$ cat src/rtl/ram_access_ctrl_if.sv
// Bundles the switch/key inputs and display-side outputs of ram_access_ctrl.
// fsm_state is a debug view of the controller state (0 CLEAR, 1 IDLE, 2 WRITE, 3 HOLD).
interface ram_access_ctrl_if #(
  parameter int ADDR_W = 5,
  parameter int DATA_W = 4
);
  // Handshake: a 1->0 press of wr_key_n in IDLE is the request. wr_done is the one-cycle
  // acknowledge when the write commits. No new request is taken until the key is released.
  logic [ADDR_W-1:0] wr_addr_sw;
  logic [DATA_W-1:0] wr_data_sw;
  logic              wr_key_n;
  logic [ADDR_W-1:0] disp_addr;
  logic [DATA_W-1:0] disp_wr_data;
  logic [DATA_W-1:0] disp_rd_data;
  logic              wr_done;
  logic              busy;
  logic [1:0]        fsm_state;

  modport master (
    output wr_addr_sw, wr_data_sw, wr_key_n,
    input  disp_addr, disp_wr_data, disp_rd_data, wr_done, busy, fsm_state
  );

  modport slave (
    input  wr_addr_sw, wr_data_sw, wr_key_n,
    output disp_addr, disp_wr_data, disp_rd_data, wr_done, busy, fsm_state
  );
endinterface

$ cat src/rtl/ram_access_ctrl.sv
// 32x4 RAM front end: clears memory after reset, turns debounced-free key presses into single writes.
// Define READ_SCAN_EN to auto-step the read address every SCAN_DIV cycles instead of following the switches.
module ram_access_ctrl #(
  parameter int ADDR_W   = 5,
  parameter int DATA_W   = 4,
  parameter int SCAN_DIV = 50000000
) (
  input logic             clk,
  input logic             reset,
  ram_access_ctrl_if.slave bus
);
  localparam int DEPTH = 1 << ADDR_W;

  localparam logic [1:0] S_CLEAR = 2'd0;
  localparam logic [1:0] S_IDLE  = 2'd1;
  localparam logic [1:0] S_WRITE = 2'd2;
  localparam logic [1:0] S_HOLD  = 2'd3;

  logic [DATA_W-1:0] mem [DEPTH];

  logic [1:0]        state_q, state_d;
  logic [ADDR_W-1:0] clear_cnt_q, clear_cnt_d;
  logic [ADDR_W-1:0] cap_addr_q, cap_addr_d;
  logic [DATA_W-1:0] cap_data_q, cap_data_d;
  logic              sync1_q, sync2_q, key_prev_q;
  logic              busy_q, wr_done_q;
  logic [DATA_W-1:0] disp_wr_data_q;
  logic [DATA_W-1:0] disp_rd_data_q;
  logic [ADDR_W-1:0] rd_addr_q;
  logic              press;
  logic              mem_we;
  logic [ADDR_W-1:0] mem_waddr;
  logic [DATA_W-1:0] mem_wdata;

  assign press = key_prev_q & ~sync2_q;

  always_comb begin
    state_d     = state_q;
    clear_cnt_d = clear_cnt_q;
    cap_addr_d  = cap_addr_q;
    cap_data_d  = cap_data_q;
    mem_we      = 1'b0;
    mem_waddr   = clear_cnt_q;
    mem_wdata   = '0;
    case (state_q)
      S_CLEAR: begin
        mem_we      = 1'b1;
        clear_cnt_d = clear_cnt_q + ADDR_W'(1);
        if (clear_cnt_q == ADDR_W'(DEPTH - 1)) state_d = S_IDLE;
      end
      S_IDLE: begin
        if (press) begin
          cap_addr_d = bus.wr_addr_sw;
          cap_data_d = bus.wr_data_sw;
          state_d    = S_WRITE;
        end
      end
      S_WRITE: begin
        mem_we    = 1'b1;
        mem_waddr = cap_addr_q;
        mem_wdata = cap_data_q;
        state_d   = S_HOLD;
      end
      S_HOLD: begin
        // Re-arm only on release so a held key yields a single write.
        if (sync2_q) state_d = S_IDLE;
      end
      default: state_d = S_CLEAR;
    endcase
  end

  always_ff @(posedge clk) begin
    if (reset) begin
      sync1_q        <= 1'b1;
      sync2_q        <= 1'b1;
      key_prev_q     <= 1'b1;
      state_q        <= S_CLEAR;
      clear_cnt_q    <= '0;
      cap_addr_q     <= '0;
      cap_data_q     <= '0;
      busy_q         <= 1'b0;
      wr_done_q      <= 1'b0;
      disp_wr_data_q <= '0;
    end else begin
      sync1_q        <= bus.wr_key_n;
      sync2_q        <= sync1_q;
      key_prev_q     <= sync2_q;
      state_q        <= state_d;
      clear_cnt_q    <= clear_cnt_d;
      cap_addr_q     <= cap_addr_d;
      cap_data_q     <= cap_data_d;
      busy_q         <= (state_q == S_CLEAR);
      wr_done_q      <= (state_q == S_WRITE);
      disp_wr_data_q <= bus.wr_data_sw;
    end
  end

  // Reset blocks the write so an uncommitted WRITE is dropped.
  always_ff @(posedge clk) begin
    if (mem_we && !reset) mem[mem_waddr] <= mem_wdata;
  end

  // Registered read returns the pre-write value on a same-cycle collision.
  always_ff @(posedge clk) begin
    if (reset) disp_rd_data_q <= '0;
    else       disp_rd_data_q <= mem[rd_addr_q];
  end

`ifdef READ_SCAN_EN
  localparam int PW = (SCAN_DIV > 2) ? $clog2(SCAN_DIV) : 1;
  logic [PW-1:0] presc_q;

  always_ff @(posedge clk) begin
    if (reset || state_q == S_CLEAR) begin
      presc_q   <= '0;
      rd_addr_q <= '0;
    end else if (presc_q == PW'(SCAN_DIV - 1)) begin
      presc_q   <= '0;
      rd_addr_q <= rd_addr_q + ADDR_W'(1);
    end else begin
      presc_q   <= presc_q + PW'(1);
    end
  end
`else
  always_ff @(posedge clk) begin
    if (reset) rd_addr_q <= '0;
    else       rd_addr_q <= bus.wr_addr_sw;
  end
`endif

  assign bus.disp_addr    = rd_addr_q;
  assign bus.disp_wr_data = disp_wr_data_q;
  assign bus.disp_rd_data = disp_rd_data_q;
  assign bus.wr_done      = wr_done_q;
  assign bus.busy         = busy_q;
  assign bus.fsm_state    = state_q;
endmodule

$ cat src/flat_wrapper.sv
// flat-port wrapper written by rule: the top's interface ports become plain ports
module ram_access_ctrl_flat 
#(
  parameter int ADDR_W   = 5,
  parameter int DATA_W   = 4,
  parameter int SCAN_DIV = 50000000
)
  (clk, reset, bus_wr_addr_sw, bus_wr_data_sw, bus_wr_key_n, bus_disp_addr, bus_disp_wr_data, bus_disp_rd_data, bus_wr_done, bus_busy, bus_fsm_state);
  ram_access_ctrl_if #(.ADDR_W(ADDR_W), .DATA_W(DATA_W)) bus_i ();
  input logic clk;
  input logic reset;
  input wire logic [$bits(bus_i.wr_addr_sw)-1:0] bus_wr_addr_sw;
  input wire logic [$bits(bus_i.wr_data_sw)-1:0] bus_wr_data_sw;
  input wire logic [$bits(bus_i.wr_key_n)-1:0] bus_wr_key_n;
  output wire logic [$bits(bus_i.disp_addr)-1:0] bus_disp_addr;
  output wire logic [$bits(bus_i.disp_wr_data)-1:0] bus_disp_wr_data;
  output wire logic [$bits(bus_i.disp_rd_data)-1:0] bus_disp_rd_data;
  output wire logic [$bits(bus_i.wr_done)-1:0] bus_wr_done;
  output wire logic [$bits(bus_i.busy)-1:0] bus_busy;
  output wire logic [$bits(bus_i.fsm_state)-1:0] bus_fsm_state;
  assign bus_i.wr_addr_sw = bus_wr_addr_sw;
  assign bus_i.wr_data_sw = bus_wr_data_sw;
  assign bus_i.wr_key_n = bus_wr_key_n;
  assign bus_disp_addr = bus_i.disp_addr;
  assign bus_disp_wr_data = bus_i.disp_wr_data;
  assign bus_disp_rd_data = bus_i.disp_rd_data;
  assign bus_wr_done = bus_i.wr_done;
  assign bus_busy = bus_i.busy;
  assign bus_fsm_state = bus_i.fsm_state;
  ram_access_ctrl #(.ADDR_W(ADDR_W), .DATA_W(DATA_W), .SCAN_DIV(SCAN_DIV)) u_core (.clk(clk), .reset(reset), .bus(bus_i));
endmodule
$ cat config.mk
export PLATFORM = sky130hd
export DESIGN_NAME = ram_access_ctrl_flat
export DESIGN_NICKNAME = d
export VERILOG_FILES = /design/src/rtl/ram_access_ctrl_if.sv /design/src/rtl/ram_access_ctrl.sv /design/src/flat_wrapper.sv
export SDC_FILE = /design/constraint.sdc
export NUM_CORES = 1
export LEC_CHECK = 0
export BUFFER_PORTS_ARGS = -buffer_cell sky130_fd_sc_hd__buf_4
export CAP_MARGIN = 25
export CORE_MARGIN = 2
export CORE_UTILIZATION = 60
export DETAILED_ROUTE_END_ITERATION = 8
export PLACE_DENSITY = 0.9
export SYNTH_ARGS = -nofsm -noshare
export SYNTH_HDL_FRONTEND = slang
export SYNTH_SLANG_ARGS = --single-unit
$ cat constraint.sdc
create_clock -name clk -period 2.4 [get_ports clk]
set_input_delay 0.24 -clock clk [delete_from_list [all_inputs] [get_ports clk]]
set_output_delay 0.24 -clock clk [all_outputs]
set_load 0.005 [all_outputs]
==> results.tsv, run 1 <==
stage	metric	value	unit
clock_network	Clock Tree Buf Depth	2	
die	die span in x	107.0	µm
synthesis	Syn Inst Count	378	
final_layout	share of layout cells above drive strength 1	0.3184	
setup_path	R2R Setup Slk	0.08	ns
die	die area	11450	µm²
setup_path	CP endpoint kind	flop	
final_layout	ANT cells	0	
synthesis	Yosys reg bits	162	
setup_path	WP buf/inv	1	
synthesis	Post-Synth Simple-Gate Area	0.07038	
setup_path	R2R cell count	6	
synthesis	Synth cell types	32	
detailed_routing	DR iter-0 viols	284	
final_layout	area grow syn2layout	19.78	%
grt	grt total ovfl	0	
grt	largest net degree at the start of global routing	37	
setup_path	r2r startpoint	u_core.bus.fsm_state[0]	
setup_path	critical path, cell by cell	inv_1 > ha_2 > mux2i_1 > nor3_1 > nand2_1 > nor2_1	
timing	min cycle time layout	2.324	ns
timing	RSZ-0062 raised after global routing	yes	
final_layout	Layout fillers	581	
setup_path	Arrival @ worst endpoint	2.51	ns
pwr	total leakage power	2.892	nW
pwr	PD cells	821.7	nW/µm²
detailed_routing	DR pass1 iterations	5	
clock_network	CTS tree	built	
synthesis	yosys warns	0	
detailed_routing	# DRC	0	
clock_network	Clk Latency, worst-skew pair	0.53	ns
flow_run	max-cap violations	0	
grt	initial antenna violation count	0	
final_layout	design area	7624	µm²
clock_network	number of setup buffers added after CTS	0	
die	Die H	107.0	µm
hold_path	hold_sp	reset	
setup_path	Data required, critical path	2.59	ns
synthesis	Synth Area in XOR/XNOR	0.004128	
die	initial core utilization	0.6165	
synthesis	Compound-Gate Fraction of Synth Area	0.01710	
setup_path	Crit Path Max Fanout	10	
detailed_routing	final WL	13110	µm
hold_path	Hold Crit Class	input pin to flop	
placed_design	HPWL after DPL	8360	µm
synthesis	combinational family with the most area after synthesis	multiplexers	
detailed_routing	DR WL/cell	22.53	µm
placed_design	placed cell count	540	
run_status	status	finished, final reports clean	
setup_path	Slowest-stage cell, CP	dfxtp_1	
timing	Final period util	0.9682	
clock_network	root buffer cell	clkbuf_8	
synthesis	Post-Synth Adder-Cell Area	0.01573	
timing	worst slew pin tran	0.6597	ns
clock_network	Clock Sinks	162	
hold_path	Hold Path Sink	u_core.cap_data_q[2]	
detailed_routing	via count	3482	
clock_network	H-tree depth	4	
grt	GRT Util Overall	0.2489	
placed_design	routability cong.	0.8033	
timing	endpoints failing hold	0	
final_layout	Layout Cells excl Fill	582	
timing	worst rel slew slack	0.5596	
die	Site Rows	37	
timing	Final Slew Violations	0	
setup_path	Crit Path Class	flop to flop	
pwr	Max rail drop VDD	0.0004463	V
grt	vias in the first global route	3596	
synthesis	Syn Area/Cell	16.84	µm²
final_layout	area occupied by multi-input gates	1827	µm²
die	placeable core area	10320	µm²
synthesis	sequential area share after synthesis	0.7108	
clock_network	CTS clock-pin slew for the worst setup and hold paths	0.06	ns
clock_network	CTS Buf Count	17	
setup_path	crit-path max cell delay	0.43	ns
timing	setup violators final	0	
hold_path	WHS Path Cells	2	
timing	Max Clk Rate	430.4	MHz
timing	Clock Skew	0.01081	ns
setup_path	CP top delay family	simple AND/OR/NAND/NOR gates	
final_layout	register area	4528	µm²
synthesis	syn_nets	398	
final_layout	commonest non-fill, non-tap cell in the layout	edfxtp_1	
final_layout	most frequent cells in the layout	edfxtp_1 (128), buf_4 (37), dfxtp_1 (33)	
detailed_routing	post-route ant nets	0	
placed_design	Placed Area	6847	µm²
synthesis	post-synthesis cell area	6365	µm²
synthesis	mux contribution to synthesized area	0.1679	
setup_path	Crit Reg-Reg Endpoint	u_core.mem[14][2]	
placed_design	IO buf count	28	
final_layout	Nets	454	
die	# IOs	29	
detailed_routing	Avg Vias per Cell	5.983	
grt	first-pass GRT wire length	20270	µm
setup_path	startpoint types	flop	
## final cells by class
type | count | area share
Clock buffer | 19 | 0.05662
Clock inverter | 12 | 0.01838
Inverter | 5 | 0.002462
Multi-Input combinational cell | 196 | 0.2396
Sequential cell | 162 | 0.5940
Tap cell | 136 | 0.02232
Timing Repair Buffer | 52 | 0.06663
## state kept, by name, summed over array words and instances, names as in the netlist
signal	cells
u_core.bus.busy	1
u_core.bus.disp_addr	5
u_core.bus.disp_rd_data	4
u_core.bus.disp_wr_data	4
u_core.bus.fsm_state	2
u_core.bus.wr_done	1
u_core.cap_addr_q	5
u_core.cap_data_q	4
u_core.clear_cnt_q	5
u_core.key_prev_q	1
u_core.mem	128
u_core.sync1_q	1
u_core.sync2_q	1
## worst register-to-register path, stage by stage (launching register included)
cell and delay (ns):
dfxtp_1 0.43, inv_1 0.12, ha_2 0.27, mux2i_1 0.15, nor3_1 0.23, nand2_1 0.35, nor2_1 0.43
## metrics by stage
| step | setup WS, ns | TNS, ns | total power, mW | util | hold WS [ns] |
|---|---|---|---|---|---|
| after floorplan | 0.2554 | 0 | 3.480 | - | 0.3438 |
| after global placement | 0.1336 | 0 | 3.631 | 0.6552 | 0.4006 |
| after detailed placement | -0.06988 | -0.5025 | 3.658 | 0.6632 | 0.3998 |
| after CTS | -0.08515 | -1.156 | 6.236 | 0.7288 | 0.1010 |
| after global routing | -0.04856 | -0.5335 | 6.453 | 0.7385 | 0.1163 |
| final | 0.07644 | 0 | 6.264 | 0.7385 | 0.1209 |
## layer usage
layer  wire (µm)  global-route usage  part of all wire  up-vias
met2        6654              0.4040              0.51      157
met5           0                   0                 0        -
li1            -                   -                 -     1547
met3         958             0.05836             0.073       20
met1        5262              0.3352              0.40     1758
met4         236             0.08813             0.018        0
## cells in the mapped netlist
cell	instances	area, µm²
a211oi_1	1	7.510
mux2_2	10	112.6
o22ai_1	3	18.77
o211a_1	1	10.01
nand4_1	1	6.260
and2_1	4	25.02
o221ai_1	3	26.28
and3_1	4	25.02
clkbuf_1	6	22.52
xnor2_1	1	8.760
dfxtp_1	34	680.7
a222oi_1	1	10.01
nand2b_1	2	12.51
nand3_1	1	5.000
edfxtp_1	128	3844
nor3_1	1	5.000
mux2i_1	28	280.3
inv_1	5	18.77
a21oi_1	3	15.01
buf_1	3	11.26
nor2_1	55	206.5
a31oi_1	1	6.260
or2_2	3	18.77
buf_2	5	25.02
ha_1	8	100.1
xor2_1	2	17.52
mux4_2	30	675.7
nand2_1	18	67.56
o21ai_0	3	15.01
nor3b_1	1	7.510
nor2b_1	11	68.82
buf_6	1	11.26
## power by group
part,total [mW],internal (mW),switching (mW)
Combinational,0.504,0.226,0.278
Clock,2.61,1.59,1.02
Sequential,3.15,3.08,0.0677
Total,6.26,4.90,1.37
## logic make-up (layout without fill, tap and decap cells)
| kind of cell | count (synthesis) | in the layout |
|---|---|---|
| flip-flops | 162 | 162 |
| AND/OR/NAND/NOR | 101 | 101 |
| multiplexers | 68 | 68 |
| buffers and inverters | 20 | 88 |
| AO/OA/AOI/OAI | 16 | 16 |
| adder cells (fa/ha/maj) | 8 | 8 |
| XOR/XNOR | 3 | 3 |
## how the worst max path moves through the flow
stage,cells after the start,slack [ns],to,startpoint
2_1_floorplan,7,0.26,u_core.mem[0][0],u_core.bus.fsm_state[0]
4_1_cts,6,-0.09,u_core.mem[16][2],u_core.bus.fsm_state[0]
6_report,6,0.08,u_core.mem[14][2],u_core.bus.fsm_state[0]
5_1_grt,6,-0.05,u_core.mem[14][2],u_core.bus.fsm_state[0]
3_5_place_dp,6,-0.07,u_core.mem[16][2],u_core.bus.fsm_state[0]
3_3_place_gp,6,0.13,u_core.mem[4][2],u_core.bus.fsm_state[0]
## timing repair
item / 4_1_cts / 5_1_grt
resized for setup: 2 / 28
hold buffers: 10 / 0
setup endpoints to repair: 33 / 125
endpoints found under the hold margin: 18 / 0
cloned: 0 / 0
(Power assumes the default switching activity.)
==> run 2: changes to the inputs <==
Clock period 2.4 ns to 2.8 ns, I/O delays scaled along.
==> results.tsv, run 2 (same netlist as run 1, synthesis figures left out) <==
stage	metric	value	unit	change
clock_network	number of setup buffers added after CTS	0		unchanged
setup_path	R2R Setup Slk	0.31	ns	+0.24 ns
timing	endpoints failing hold	0		unchanged
setup_path	r2r startpoint	u_core.bus.fsm_state[0]		
placed_design	routability cong.	0.7805		-2.8%
detailed_routing	via count	3495		+0.37%
pwr	Design Power	5.360	mW	-14%
timing	worst rel slew slack	0.5861		+0.02652
final_layout	Nets	450		-0.88%
detailed_routing	Avg Vias per Cell	6.036		+0.89%
final_layout	Layout fillers	609		+4.8%
clock_network	root buffer cell	clkbuf_8		
placed_design	IO buf count	28		unchanged
pwr	PD cells	720.0	nW/µm²	-12%
grt	GRT Util Overall	0.2517		+0.002762
placed_design	Place WS	0.2464	ns	+0.3163 ns
final_layout	area occupied by multi-input gates	1754	µm²	-4.0%
placed_design	HPWL after DPL	7952	µm	-4.9%
clock_network	Clock Tree Buf Depth	2		unchanged
timing	Final period util	0.8877		-0.08042
setup_path	critical path, cell by cell	inv_1 > ha_2 > mux2i_1 > nor3b_1 > nand2_1 > nor2_1		
timing	Clock Skew	0.009967	ns	-0.0008431 ns
die	Site Rows	37		unchanged
pwr	Int Pwr	4.204	mW	-14%
final_layout	Layout Cells excl Fill	579		-0.52%
flow_run	max-cap violations	0		unchanged
die	placeable core area	10320	µm²	unchanged
setup_path	crit-path max cell delay	0.42	ns	about the same
timing	Final Slew Violations	0		unchanged
placed_design	placed cell count	538		-0.37%
setup_path	Slowest-stage cell, CP	nor2_1		
timing	final worst slack	0.3144	ns	+0.2379 ns
setup_path	startpoint types	flop		
clock_network	H-tree depth	4		unchanged
clock_network	CTS Buf Count	17		unchanged
detailed_routing	DR iter-0 viols	386		+36%
die	initial core utilization	0.6165		unchanged
die	die span in x	107.0	µm	unchanged
final_layout	ANT cells	0		unchanged
final_layout	commonest non-fill, non-tap cell in the layout	edfxtp_1		
clock_network	Clk Latency, worst-skew pair	0.53	ns	about the same
setup_path	CP top delay family	simple AND/OR/NAND/NOR gates		
setup_path	worst setup path start	u_core.bus.fsm_state[0]		
die	# IOs	29		unchanged
timing	worst slew pin tran	0.6191	ns	-0.04061 ns
setup_path	Crit Reg-Reg Endpoint	u_core.mem[5][1]		
pwr	switching portion of total power	0.2157		-0.002510
grt	grt total ovfl	0		unchanged
clock_network	CTS tree	built		
timing	min cycle time layout	2.486	ns	+0.1621 ns
clock_network	CTS clock-pin slew for the worst setup and hold paths	0.06	ns	about the same
grt	first-pass GRT wire length	20580	µm	+1.6%
setup_path	CP endpoint kind	flop		
final_layout	share of layout cells above drive strength 1	0.2551		-0.06331
final_layout	register area	4526	µm²	about the same
final_layout	area grow syn2layout	16.96	%	
detailed_routing	# DRC	0		unchanged
timing	Setup TNS	0	ns	unchanged
final_layout	Largest register FFs	128		unchanged
clock_network	Clock Sinks	162		unchanged
grt	largest net degree at the start of global routing	37		unchanged
hold_path	Hold Crit Class	input pin to flop		
timing	RSZ-0062 raised after global routing	no		
setup_path	R2R cell count	6		unchanged
pwr	Max rail drop VDD	0.0004556	V	+2.1%
final_layout	Core Util, Final	0.7211		-0.01733
die	die area	11450	µm²	unchanged
final_layout	most frequent cells in the layout	edfxtp_1 (128), nor2_1 (55), buf_4 (39)		
detailed_routing	post-route ant nets	0		unchanged
timing	setup violators final	0		unchanged
timing	Max Clk Rate	402.3	MHz	-6.5%
setup_path	Crit. path cell count	6		unchanged
detailed_routing	final WL	12890	µm	-1.7%
final_layout	Most flops, register	u_core.mem		
setup_path	WP buf/inv	1		unchanged
detailed_routing	DR WL/cell	22.26	µm	-1.2%
pwr	Seq pwr share	0.504		about the same
detailed_routing	DR pass1 iterations	5		unchanged
pwr	NetSw	1.156	mW	-15%
run_status	status	finished, final reports clean		
setup_path	Crit Path Max Fanout	12		+2
setup_path	Crit Path Class	flop to flop		
setup_path	crit path to	u_core.mem[5][1]		
pwr	power share of the combinational group	0.072		-0.008
pwr	total leakage power	2.870	nW	-0.77%
grt	initial antenna violation count	0		unchanged
setup_path	Data required, critical path	2.99	ns	+0.40 ns
setup_path	Arrival @ worst endpoint	2.68	ns	+0.17 ns
grt	vias in the first global route	3567		-0.81%
die	Die H	107.0	µm	unchanged
pwr	Clk network pwr share	0.424		+0.007
==> run 2: cell count changes in the layout (fill, tap and decap cells not counted), sizes merged <==
cell         delta
clkinv          -3
dlygate4sd3     -1
inv             +2
clkinvlp        -2
buf             -3
clkbuf          +6
bufinv          -2
==> run 2: final cells by class <==
class / count / area share
multi-input cells: 196 / 0.2356
clock inverters: 7 / 0.008739
well taps: 136 / 0.02286
flip-flops and latches: 162 / 0.6079
repair buffers: 48 / 0.05143
clock buffers: 25 / 0.07092
inverters: 5 / 0.002521
==> run 2: through the flow <==
step	hold WS, ns	area [µm²]
final	0.03286	7445
after global routing	0.04199	7445
after CTS	0.005659	7442
after detailed placement	0.4123	6759
after global placement	0.3931	6759
after floorplan	0.3838	6365
==> run 2: worst reg2reg max path: stages (launching register included) <==
cell,delay (ns)
dfxtp_1,0.36
inv_1,0.13
ha_2,0.36
mux2i_1,0.26
nor3b_1,0.28
nand2_1,0.34
nor2_1,0.42
==> run 2: repair_timing <==
| action | in CTS | in global routing |
|---|---|---|
| setup endpoints to repair | 0 | 44 |
| gates resized for setup | 0 | 1 |
| hold endpoints to repair | 13 | 0 |
| hold buffers | 9 | 0 |
==> run 2: how the worst min path moves through the flow <==
stage	from	end	slack (ns)	cells after the start
2_1_floorplan	bus_wr_key_n	u_core.sync1_q	0.38	1
3_3_place_gp	u_core.sync1_q	u_core.sync2_q	0.39	1
3_5_place_dp	u_core.sync1_q	u_core.sync2_q	0.41	1
4_1_cts	bus_wr_addr_sw[3]	u_core.cap_addr_q[3]	0.006	3
5_1_grt	bus_wr_addr_sw[3]	u_core.bus.disp_addr[3]	0.04	2
6_report	bus_wr_addr_sw[3]	u_core.cap_addr_q[3]	0.03	3
==> run 2: per-layer routing <==
layer  part of all wire  GRT usage
met1               0.42     0.3632
met2               0.49     0.3826
met3              0.078    0.06444
met4              0.014    0.08256
met5                  0          0
==> run 2: power groups by stage <==
stage	registers, mW	logic (mW)	clock network [mW]
after CTS	2.70	0.384	2.29
after global routing	2.71	0.418	2.40
after detailed placement	2.75	0.369	0
final	2.70	0.385	2.27
after floorplan	2.73	0.257	0
after global placement	2.75	0.357	0
